### src/rtl/exec_stage_pipe.sv
// exec_stage_pipe: pipelined execute stage.
// Takes one decoded op per cycle over valid/ready, computes ALU / set-condition /
// SLBI results, resolves branches and jumps into a registered one-cycle redirect,
// and holds results in an EX/MEM register with backpressure. MUL runs on an
// iterative shift-add unit that holds the stage for WIDTH cycles.
module exec_stage_pipe #(
    parameter int WIDTH  = 16,
    parameter int DISP_W = 11
) (
    input  logic              clk,
    input  logic              rst,
    input  logic              flush,
    input  logic              in_valid,
    output logic              in_ready,
    input  logic [WIDTH-1:0]  in_a,
    input  logic [WIDTH-1:0]  in_b,
    input  logic [3:0]        in_op,
    input  logic [2:0]        in_br,
    input  logic [DISP_W-1:0] in_disp,
    input  logic [WIDTH-1:0]  in_pc_inc,
    output logic              out_valid,
    input  logic              out_ready,
    output logic [WIDTH-1:0]  out_result,
    output logic              out_err,
    output logic              redirect_valid,
    output logic [WIDTH-1:0]  redirect_pc,
    output logic              busy
);

    localparam int SH_W = $clog2(WIDTH);

    localparam logic [3:0] OP_ADD   = 4'd0;
    localparam logic [3:0] OP_SUB   = 4'd1;
    localparam logic [3:0] OP_XOR   = 4'd2;
    localparam logic [3:0] OP_ANDN  = 4'd3;
    localparam logic [3:0] OP_ROL   = 4'd4;
    localparam logic [3:0] OP_SLL   = 4'd5;
    localparam logic [3:0] OP_ROR   = 4'd6;
    localparam logic [3:0] OP_SRL   = 4'd7;
    localparam logic [3:0] OP_SEQ   = 4'd8;
    localparam logic [3:0] OP_SLT   = 4'd9;
    localparam logic [3:0] OP_SLE   = 4'd10;
    localparam logic [3:0] OP_SCO   = 4'd11;
    localparam logic [3:0] OP_SLBI  = 4'd12;
    localparam logic [3:0] OP_PASSB = 4'd13;
    localparam logic [3:0] OP_MUL   = 4'd14;
    localparam logic [3:0] OP_ILL   = 4'd15;

    localparam logic [2:0] BR_BEQZ = 3'd1;
    localparam logic [2:0] BR_BNEZ = 3'd2;
    localparam logic [2:0] BR_BLTZ = 3'd3;
    localparam logic [2:0] BR_BGEZ = 3'd4;
    localparam logic [2:0] BR_JMP  = 3'd5;
    localparam logic [2:0] BR_JR   = 3'd6;

    typedef enum logic [0:0] {
        ST_IDLE = 1'b0,
        ST_MUL  = 1'b1
    } state_t;

    // Zero-extends a single condition bit to a full datapath word.
    function automatic logic [WIDTH-1:0] zext1(input logic bit_v);
        return {{(WIDTH-1){1'b0}}, bit_v};
    endfunction

    state_t            state_r;
    logic              busy_r;
    logic [WIDTH-1:0]  acc_r;
    logic [WIDTH-1:0]  mcand_r;
    logic [WIDTH-1:0]  mplier_r;
    logic [SH_W-1:0]   cnt_r;

    logic              out_valid_r;
    logic [WIDTH-1:0]  out_result_r;
    logic              out_err_r;
    logic              redirect_valid_r;
    logic [WIDTH-1:0]  redirect_pc_r;

    logic              out_free_s;
    logic              in_ready_s;
    logic              accept_s;
    logic              is_mul_s;
    logic [SH_W-1:0]   sh_s;
    logic [WIDTH:0]    add_sum_s;
    logic [WIDTH-1:0]  rol_s;
    logic [WIDTH-1:0]  ror_s;
    logic [WIDTH-1:0]  slbi_s;
    logic [WIDTH-1:0]  alu_result_s;
    logic              alu_err_s;
    logic [WIDTH-1:0]  disp_full_s;
    logic [WIDTH-1:0]  disp_short_s;
    logic              taken_s;
    logic [WIDTH-1:0]  target_s;
    logic [WIDTH-1:0]  mul_addend_s;
    logic [WIDTH-1:0]  mul_sum_s;
    logic              mul_last_s;
    logic              mul_done_s;

    // The output slot can take a new value when empty or being drained this cycle.
    assign out_free_s = !out_valid_r || out_ready;
    assign in_ready_s = (state_r == ST_IDLE) && out_free_s && !flush && !rst;
    assign accept_s   = in_valid && in_ready_s;
    assign is_mul_s   = (in_op == OP_MUL);

    // Shared datapath pieces feeding the ALU select.
    assign sh_s      = in_b[SH_W-1:0];
    assign add_sum_s = {1'b0, in_a} + {1'b0, in_b};
    assign rol_s     = (in_a << sh_s) | (in_a >> (WIDTH - int'(sh_s)));
    assign ror_s     = (in_a >> sh_s) | (in_a << (WIDTH - int'(sh_s)));
    assign slbi_s    = {in_a[WIDTH-9:0], 8'h00} | {{(WIDTH-8){1'b0}}, in_b[7:0]};

    // ALU result select; MUL is produced by the iterative unit instead.
    always_comb begin
        alu_result_s = {WIDTH{1'b0}};
        alu_err_s    = 1'b0;
        case (in_op)
            OP_ADD:   alu_result_s = add_sum_s[WIDTH-1:0];
            OP_SUB:   alu_result_s = in_b - in_a;
            OP_XOR:   alu_result_s = in_a ^ in_b;
            OP_ANDN:  alu_result_s = in_a & ~in_b;
            OP_ROL:   alu_result_s = rol_s;
            OP_SLL:   alu_result_s = in_a << sh_s;
            OP_ROR:   alu_result_s = ror_s;
            OP_SRL:   alu_result_s = in_a >> sh_s;
            OP_SEQ:   alu_result_s = zext1(in_a == in_b);
            OP_SLT:   alu_result_s = zext1($signed(in_a) < $signed(in_b));
            OP_SLE:   alu_result_s = zext1($signed(in_a) <= $signed(in_b));
            OP_SCO:   alu_result_s = zext1(add_sum_s[WIDTH]);
            OP_SLBI:  alu_result_s = slbi_s;
            OP_PASSB: alu_result_s = in_b;
            OP_MUL:   alu_result_s = {WIDTH{1'b0}};
            OP_ILL:   alu_err_s    = 1'b1;
            default: begin
                alu_result_s = {WIDTH{1'b0}};
                alu_err_s    = 1'b0;
            end
        endcase
    end

    // Sign-extended displacements: full width for JMP, low byte for branches and JR.
    assign disp_full_s  = WIDTH'($signed(in_disp));
    assign disp_short_s = WIDTH'($signed(in_disp[7:0]));

    // Branch/jump resolution and target address.
    always_comb begin
        taken_s  = 1'b0;
        target_s = in_pc_inc + disp_short_s;
        case (in_br)
            BR_BEQZ: taken_s = (in_a == {WIDTH{1'b0}});
            BR_BNEZ: taken_s = (in_a != {WIDTH{1'b0}});
            BR_BLTZ: taken_s = in_a[WIDTH-1];
            BR_BGEZ: taken_s = !in_a[WIDTH-1];
            BR_JMP: begin
                taken_s  = 1'b1;
                target_s = in_pc_inc + disp_full_s;
            end
            BR_JR: begin
                taken_s  = 1'b1;
                target_s = in_a + disp_short_s;
            end
            default: taken_s = 1'b0;
        endcase
    end

    // One shift-add step; the last step completes only if the output slot is free.
    assign mul_addend_s = mplier_r[0] ? mcand_r : {WIDTH{1'b0}};
    assign mul_sum_s    = acc_r + mul_addend_s;
    assign mul_last_s   = (cnt_r == SH_W'(WIDTH - 1));
    assign mul_done_s   = (state_r == ST_MUL) && mul_last_s && out_free_s;

    // Control FSM and multiplier datapath; flush and rst abort any multiply.
    always_ff @(posedge clk) begin
        if (rst) begin
            state_r  <= ST_IDLE;
            busy_r   <= 1'b0;
            acc_r    <= {WIDTH{1'b0}};
            mcand_r  <= {WIDTH{1'b0}};
            mplier_r <= {WIDTH{1'b0}};
            cnt_r    <= {SH_W{1'b0}};
        end else if (flush) begin
            state_r <= ST_IDLE;
            busy_r  <= 1'b0;
            cnt_r   <= {SH_W{1'b0}};
        end else begin
            case (state_r)
                ST_IDLE: begin
                    if (accept_s && is_mul_s) begin
                        state_r  <= ST_MUL;
                        busy_r   <= 1'b1;
                        acc_r    <= {WIDTH{1'b0}};
                        mcand_r  <= in_a;
                        mplier_r <= in_b;
                        cnt_r    <= {SH_W{1'b0}};
                    end
                end
                ST_MUL: begin
                    if (!mul_last_s) begin
                        acc_r    <= mul_sum_s;
                        mcand_r  <= {mcand_r[WIDTH-2:0], 1'b0};
                        mplier_r <= {1'b0, mplier_r[WIDTH-1:1]};
                        cnt_r    <= cnt_r + SH_W'(1);
                    end else if (mul_done_s) begin
                        acc_r   <= mul_sum_s;
                        state_r <= ST_IDLE;
                        busy_r  <= 1'b0;
                    end
                end
                default: begin
                    state_r <= ST_IDLE;
                    busy_r  <= 1'b0;
                end
            endcase
        end
    end

    // EX/MEM register and redirect pulse; a new result may load in the same cycle the old one drains.
    always_ff @(posedge clk) begin
        if (rst) begin
            out_valid_r      <= 1'b0;
            out_result_r     <= {WIDTH{1'b0}};
            out_err_r        <= 1'b0;
            redirect_valid_r <= 1'b0;
            redirect_pc_r    <= {WIDTH{1'b0}};
        end else if (flush) begin
            out_valid_r      <= 1'b0;
            out_result_r     <= {WIDTH{1'b0}};
            out_err_r        <= 1'b0;
            redirect_valid_r <= 1'b0;
        end else begin
            redirect_valid_r <= 1'b0;
            if (accept_s && !is_mul_s) begin
                out_valid_r  <= 1'b1;
                out_result_r <= alu_result_s;
                out_err_r    <= alu_err_s;
                if (taken_s) begin
                    redirect_valid_r <= 1'b1;
                    redirect_pc_r    <= target_s;
                end
            end else if (mul_done_s) begin
                out_valid_r  <= 1'b1;
                out_result_r <= mul_sum_s;
                out_err_r    <= 1'b0;
            end else if (out_valid_r && out_ready) begin
                out_valid_r  <= 1'b0;
                out_result_r <= {WIDTH{1'b0}};
                out_err_r    <= 1'b0;
            end
        end
    end

    assign in_ready       = in_ready_s;
    assign out_valid      = out_valid_r;
    assign out_result     = out_result_r;
    assign out_err        = out_err_r;
    assign redirect_valid = redirect_valid_r;
    assign redirect_pc    = redirect_pc_r;
    assign busy           = busy_r;

endmodule

### config.mk
export PLATFORM = sky130hd
export DESIGN_NAME = exec_stage_pipe
export DESIGN_NICKNAME = d
export VERILOG_FILES = /design/src/rtl/exec_stage_pipe.sv
export SDC_FILE = /design/constraint.sdc
export NUM_CORES = 1
export LEC_CHECK = 0
export BUFFER_PORTS_ARGS = -buffer_cell sky130_fd_sc_hd__buf_4
export CORE_UTILIZATION = 45
export CTS_BUF_LIST = sky130_fd_sc_hd__clkbuf_16
export DETAILED_ROUTE_END_ITERATION = 10
export PLACE_DENSITY = 0.78
export REMOVE_ABC_BUFFERS = 1
export SETUP_SLACK_MARGIN = 0.5
export SLEW_MARGIN = 20
export SYNTH_ARGS = -nofsm -noshare
export SYNTH_HDL_FRONTEND = slang
export SYNTH_SLANG_ARGS = --single-unit
### constraint.sdc
create_clock -name clk -period 3.45 [get_ports clk]
set_clock_uncertainty 0.05 [all_clocks]
set_input_delay 0.5175 -clock clk [delete_from_list [all_inputs] [get_ports clk]]
set_output_delay 0.5175 -clock clk [all_outputs]
set_load 0.1 [all_outputs]
* After elaboration in Yosys (flattened, before gate mapping)
Cells that the tools add are included.
Widths: inputs -> output; s select.
** Storage, ports and cells
- Register bits after elaboration :: 89
- Input port bits :: 71
- Output and inout port bits :: 37
- Logic and storage cells :: 124
** Operators by class
- Add/subtract/negate cells :: 8
- $lt $le $gt $ge :: 2
- Eq/ne operators :: 28
- Shift operators :: 4
- Muxes and demuxes :: 35
- Bitwise logic cells :: 9
- Reductions and logical operators :: 27
** Operators with widths (number)
- $pmux 16 s14 :: 1
- $mux 16 :: 11
- $pmux 16 s2 :: 4
- $add 16x16->16 :: 4
- $eq 4x4->1 const B :: 9
- $or 16x16->16 :: 2
- $shl 16x32->16 :: 1
- $shr 16x32->16 :: 1
- $add 16x16->17 :: 1
- $and 16x16->16 :: 1
- $eq 16x16->1 :: 1
- $eq 4x3->1 const B :: 4
- $le 16x16->1 :: 1
- $logic_not 16->1 :: 1
- $lt 16x16->1 :: 1
- $not 16->16 :: 1
- $or 16x8->16 :: 1
- $reduce_bool 16->1 :: 1
- $shl 16x4->16 :: 1
- $shr 16x4->16 :: 1
- $sub 16x16->16 :: 1
- $xor 16x16->16 :: 1
- $mux 1 :: 13
- $reduce_and 3->1 :: 4
- 23 further kinds :: 46

* Depth between registers and ports, before layout
- Depth in word-level cells :: 9
- Mapped depth :: 16
- Gate-level depth less buffers :: 13

* Worst setup path after synthesis
No wires, ideal clock.
- Path type :: register to register
- From :: register out_valid_r (netlist: out_valid)
- To :: register acc_r[3]
- Library setup time :: 128 ps
- Arrival :: 3573 ps
- Data required time :: 3272 ps
- Path slack :: -301 ps
- Cell stages (with the launch flop) :: 10
- Buffers on the path :: 1
- Clock period less this slack :: 3751 ps
- Cells stage by stage :: dfxtp_1 -> nor2b_1 -> nor3_2 -> nand2_2 -> nor3_4 -> nor2_1 -> a211o_1 -> buf_2 -> a22oi_1 -> nor2_1
** On the way
- Cells in the longest elaborated chain, start to end :: 9
- Elaborated cells on any way between the ends :: 11
- Classes of those cells :: 2 x eq/ne; 9 x reduce/logical
** RTL lines
- from (decl) :: line 73 : logic out_valid_r;
- from (signal assigned) :: line 219 : out_valid_r <= 1'b0;
- from (signal assigned) :: line 225 : out_valid_r <= 1'b0;
- from (signal assigned) :: line 232 : out_valid_r <= 1'b1;
- $logic_not 1->1 :: line 100 : assign out_free_s = !out_valid_r || out_ready;
- $logic_or 1x1->1 :: line 100
- $logic_and 1x1->1 (3 in a row) :: line 101 : assign in_ready_s = (state_r == ST_IDLE) && out_free_s && !flush && !rst;
- net in_ready :: line 14 : output logic in_ready,
- $logic_and 1x1->1 :: line 102 : assign accept_s = in_valid && in_ready_s;
- $logic_and 1x1->1 :: line 187 : if (accept_s && is_mul_s) begin
- $ne 2x1->1 (no line)
- $reduce_and 3->1 (no line)
- to (signal assigned) :: line 190 : acc_r <= {WIDTH{1'b0}};
- to (signal assigned) :: line 198 : acc_r <= mul_sum_s;
- to (signal assigned) :: line 203 : acc_r <= mul_sum_s;
- to (decl) :: line 68 : logic [WIDTH-1:0] acc_r;
The timed path passes the listed nets, and every way through them passes these cells.
A chain may end at the register's enable or synchronous reset.

* Final worst setup path
- From :: input port in_br[0]
- To :: register redirect_pc_r[13] (netlist: redirect_pc[13])
** On the way
- Cells in the longest elaborated chain, start to end :: 4
- Elaborated cells on any way between the ends :: 10
- Classes of those cells :: 6 x eq/ne; 2 x mux; 2 x reduce/logical
** RTL lines
- from (decl) :: line 18 : input logic [2:0] in_br,
- $eq 3x3->1 :: line 148 : case (in_br)
- $reduce_or 2->1 (no line)
- $pmux 1 s5 :: line 148
- $reduce_and 3->1 (no line)
- to (signal assigned) :: line 223 : redirect_pc_r <= {WIDTH{1'b0}};
- to (signal assigned) :: line 237 : redirect_pc_r <= target_s;
- to (decl) :: line 77 : logic [WIDTH-1:0] redirect_pc_r;
Parallel ways exist; a longest one is shown, timed or not.

==> results.rst <==
.. list-table::
   :header-rows: 1

   * - Metric
     - Value
   * - Worst-path clk slew
     - 0.08 ns
   * - IO Pins
     - 108
   * - Result of the run
     - completed
   * - Total power after layout
     - 0.00375 W
   * - Length of the first detailed-routing pass in iterations
     - 6
   * - Headroom to the max-slew limit
     - 39.6%
   * - Prevailing post-synth register cell
     - sky130_fd_sc_hd__dfxtp_1
   * - Vias in the first global route
     - 11500
   * - # port buffers
     - 107
   * - Path category of the worst min-delay check
     - flop to flop
   * - Critical-path cell list
     - buf_4, nand3b_1, buf_6, buf_6, clkbuf_16, nand2_2, o21ai_1, ha_1, nand3_1, o211ai_1, o2111ai_4, a21oi_2, a2111oi_4, xnor2_1, mux2i_1, a211oi_1
   * - Worst Setup Slack, final
     - 0.485 ns
   * - Wirelength, routed
     - 44300 um
   * - Maximum Capacitance Violations
     - 0
   * - Final nets
     - 1724
   * - CTS tree
     - yes
   * - Buffer levels on the longest clock path
     - 2
   * - Most frequent cells in the layout
     - 196 x sky130_fd_sc_hd__buf_4, 166 x sky130_fd_sc_hd__nor2_1, 136 x sky130_fd_sc_hd__nand2_1
   * - Pre-CTS WS
     - -0.0376 ns
   * - Crit path max fanout
     - 8
   * - DR vias
     - 12300
   * - Die extent in x
     - 158 um
   * - Total GRT Usage
     - 35.5%
   * - Cell occurring most often along the worst timing path
     - sky130_fd_sc_hd__buf_6
   * - Longest individual stage delay on the worst path
     - 0.43 ns
   * - Number of setup violations in the final report
     - 0
   * - Antenna-violating nets left
     - 0
   * - Total clock sinks
     - 89
   * - Leakage Power
     - 5.42 nW
   * - Share of synthesized flip-flops with an asynchronous set or reset
     - 0%
   * - Remaining routing DRC violations
     - 0
   * - Clock root buffer
     - sky130_fd_sc_hd__clkbuf_16
   * - Placed standard-cell area
     - 12400 sq um
   * - Portion of the clock cycle consumed by the worst path in the final layout
     - 85.9%
   * - Total number of yosys warnings
     - 0
   * - Max Transition Viols Final
     - 0
   * - Per-cell routed wire length
     - 23.6 um
   * - Maximum vdd drop
     - 0.250 mV
   * - Area grow syn2layout
     - 18.5%
   * - Placeable core area
     - 23700 sq um
   * - Flop and latch count out of synthesis
     - 89
   * - Floorplan die area
     - 24900 sq um
   * - Sequential fraction of the synthesis area
     - 16.3%
   * - Syn Area/Cell
     - 7.59 sq um
   * - Most common cell after layout, fill and taps aside
     - sky130_fd_sc_hd__buf_4
   * - Setup repair after global routing missed its margin
     - yes
   * - Source-to-sink clock delay at the later pin of the worst-skew pair
     - 0.36 ns
   * - Post-DP HPWL
     - 33100 um
   * - Number of enable flip-flop cells after synthesis
     - 0
   * - Height of the die
     - 158 um
   * - Critical path class
     - input port to flop
   * - Hold Fails Final Rpt
     - 0
   * - Standard cell with the maximum stage delay on the critical path
     - sky130_fd_sc_hd__o211ai_1
   * - GPL Wtd Cong
     - 1.07
   * - Share of post-route cells with drive strength above 1
     - 19.9%
   * - Endpoint class of the critical path
     - flop
   * - Fmax
     - 337 MHz
   * - Required time reported for the critical path endpoint
     - 3.67 ns
   * - PD cells
     - 289 nW/um^2
   * - Shortest period the worst path allows
     - 2.96 ns
   * - Initial core utilization
     - 46.2%
   * - Post-Layout Inst Area
     - 13000 sq um
   * - Register-to-register setup slack
     - 0.64 ns
   * - Synth Instances
     - 1442
   * - Worst endpoint data arrival time
     - 3.18 ns
   * - Antenna diodes
     - 0
   * - Initial antenna violation count
     - 0
   * - First-pass GRT wire length
     - 66700 um
   * - Post-synth design cell area
     - 10900 sq um
   * - Number of violations reported at the end of detailed-routing iteration 0
     - 1432
   * - Maximum number of pins on one net before global-route repair
     - 65
   * - Number of buffers created by CTS
     - 9
   * - Worst-Margin Slew
     - 0.900 ns
   * - Startpoint class of the critical path
     - input port
   * - Gr ovfl total
     - 0
   * - H-tree depth reported by CTS
     - 3
   * - Number of unique standard cell types used by synthesis
     - 90
   * - Std cell rows
     - 56
   * - Mean number of vias per cell
     - 6.56
-- final cells by class --
cell class | count | area (sq um)
clock buffers | 9 | 225
clock inverters | 7 | 78.8
fillers | 2251 | 10700
inverters | 62 | 233
multi-input cells | 1186 | 8590
flip-flops and latches | 89 | 1790
well taps | 319 | 399
repair buffers | 206 | 1650
-- cell families (layout without fill, tap and decap cells) --
logic type / count (synthesis) / in the layout / synth area share (%)
buf+inv: 167 / 284 / 6.41
mux: 119 / 119 / 13.7
flops: 89 / 89 / 16.3
compound gates: 443 / 443 / 27.8
simple gates: 472 / 472 / 19.9
xor+xnor: 53 / 53 / 4.31
fa+ha+maj: 99 / 99 / 11.7
-- routing by layer --
layer	share of wire, %	routed length (um)	GRT usage (%)
met3	11	5030	7.72
met5	0	0	0
met2	43	19200	54.5
met4	5.4	2380	18.4
met1	40	17600	46.4
-- timing repair --
action | CTS | global route
pin swaps | 5 | 22
gates cloned | 0 | 2
buffers inserted | 0 | 5
endpoints found under the hold margin | 0 | 0
setup endpoints to repair | 4 | 15
hold buffers | 0 | 0
gates resized for setup | 5 | 30
-- critical path: cells and delay by family --
kind	cells	cell delay, ns
buffers and inverters	4	0.53
AND/OR/NAND/NOR	3	0.31
adder cells (fa/ha/maj)	1	0.35
XOR/XNOR	1	0.22
multiplexers	1	0.11
AO/OA/AOI/OAI	6	1.13
-- sequential cells by signal, indices dropped and copies added, names as in the netlist --
signal / flops
out_err: 1
redirect_valid: 1
state_r: 1
out_result: 16
acc_r: 16
busy: 1
out_valid: 1
redirect_pc: 16
cnt_r: 4
mcand_r: 16
mplier_r: 16
-- stage by stage --
| step | instances | setup TNS, ns | util, % | hold WS (ns) |
|---|---|---|---|---|
| 2_1_floorplan | 1337 | -46.79 | - | 0.393 |
| 3_5_place_dp | 1855 | -0.0710 | 52.5 | 0.399 |
| 3_3_place_gp | 1855 | 0 | 52.5 | 0.385 |
| 6_report | 1878 | 0 | 54.7 | 0.409 |
| 4_1_cts | 1871 | 0 | 53.8 | 0.415 |
| 5_1_grt | 1878 | 0 | 54.7 | 0.425 |
-- cells in the mapped netlist (20+ instances only) --
cell / n / area [sq um]
sky130_fd_sc_hd__nand2_1: 137 / 514
sky130_fd_sc_hd__mux4_2: 22 / 495
sky130_fd_sc_hd__nand3_1: 23 / 115
sky130_fd_sc_hd__a31oi_1: 20 / 125
sky130_fd_sc_hd__and2_1: 23 / 144
sky130_fd_sc_hd__mux2i_1: 78 / 781
sky130_fd_sc_hd__o21ai_0: 76 / 380
sky130_fd_sc_hd__xnor2_1: 35 / 307
sky130_fd_sc_hd__clkbuf_1: 75 / 282
sky130_fd_sc_hd__a22oi_1: 30 / 225
sky130_fd_sc_hd__ha_1: 94 / 1180
sky130_fd_sc_hd__dfxtp_1: 89 / 1780
sky130_fd_sc_hd__a21oi_1: 92 / 460
sky130_fd_sc_hd__nor2_1: 167 / 627
sky130_fd_sc_hd__a211oi_1: 47 / 353
sky130_fd_sc_hd__inv_1: 59 / 221
sky130_fd_sc_hd__nor3_1: 31 / 155
-- power by group --
| group | leakage (nW) | switching [W] | internal, W |
|---|---|---|---|
| clock | 0.146 | 0.000493 | 0.000571 |
| sequential | 0.719 | 0.00000795 | 0.00104 |
| combinational | 4.55 | 0.00101 | 0.000637 |
-- worst paths after layout --
| check | startpoint | endpoint | depth (start not counted) |
|---|---|---|---|
| worst max-delay path | in_br[0] | redirect_pc[13]$_SDFFE_PP0P_ | 16 |
| worst min-delay path | busy$_SDFFE_PP0P_ | busy$_SDFFE_PP0P_ | 1 |
| worst max register to register | mplier_r[0]$_SDFFE_PP0P_ | out_result[12]$_SDFFE_PP0P_ | 11 |
| worst min register to register | busy$_SDFFE_PP0P_ | busy$_SDFFE_PP0P_ | 1 |
(Power assumes the default switching activity.)
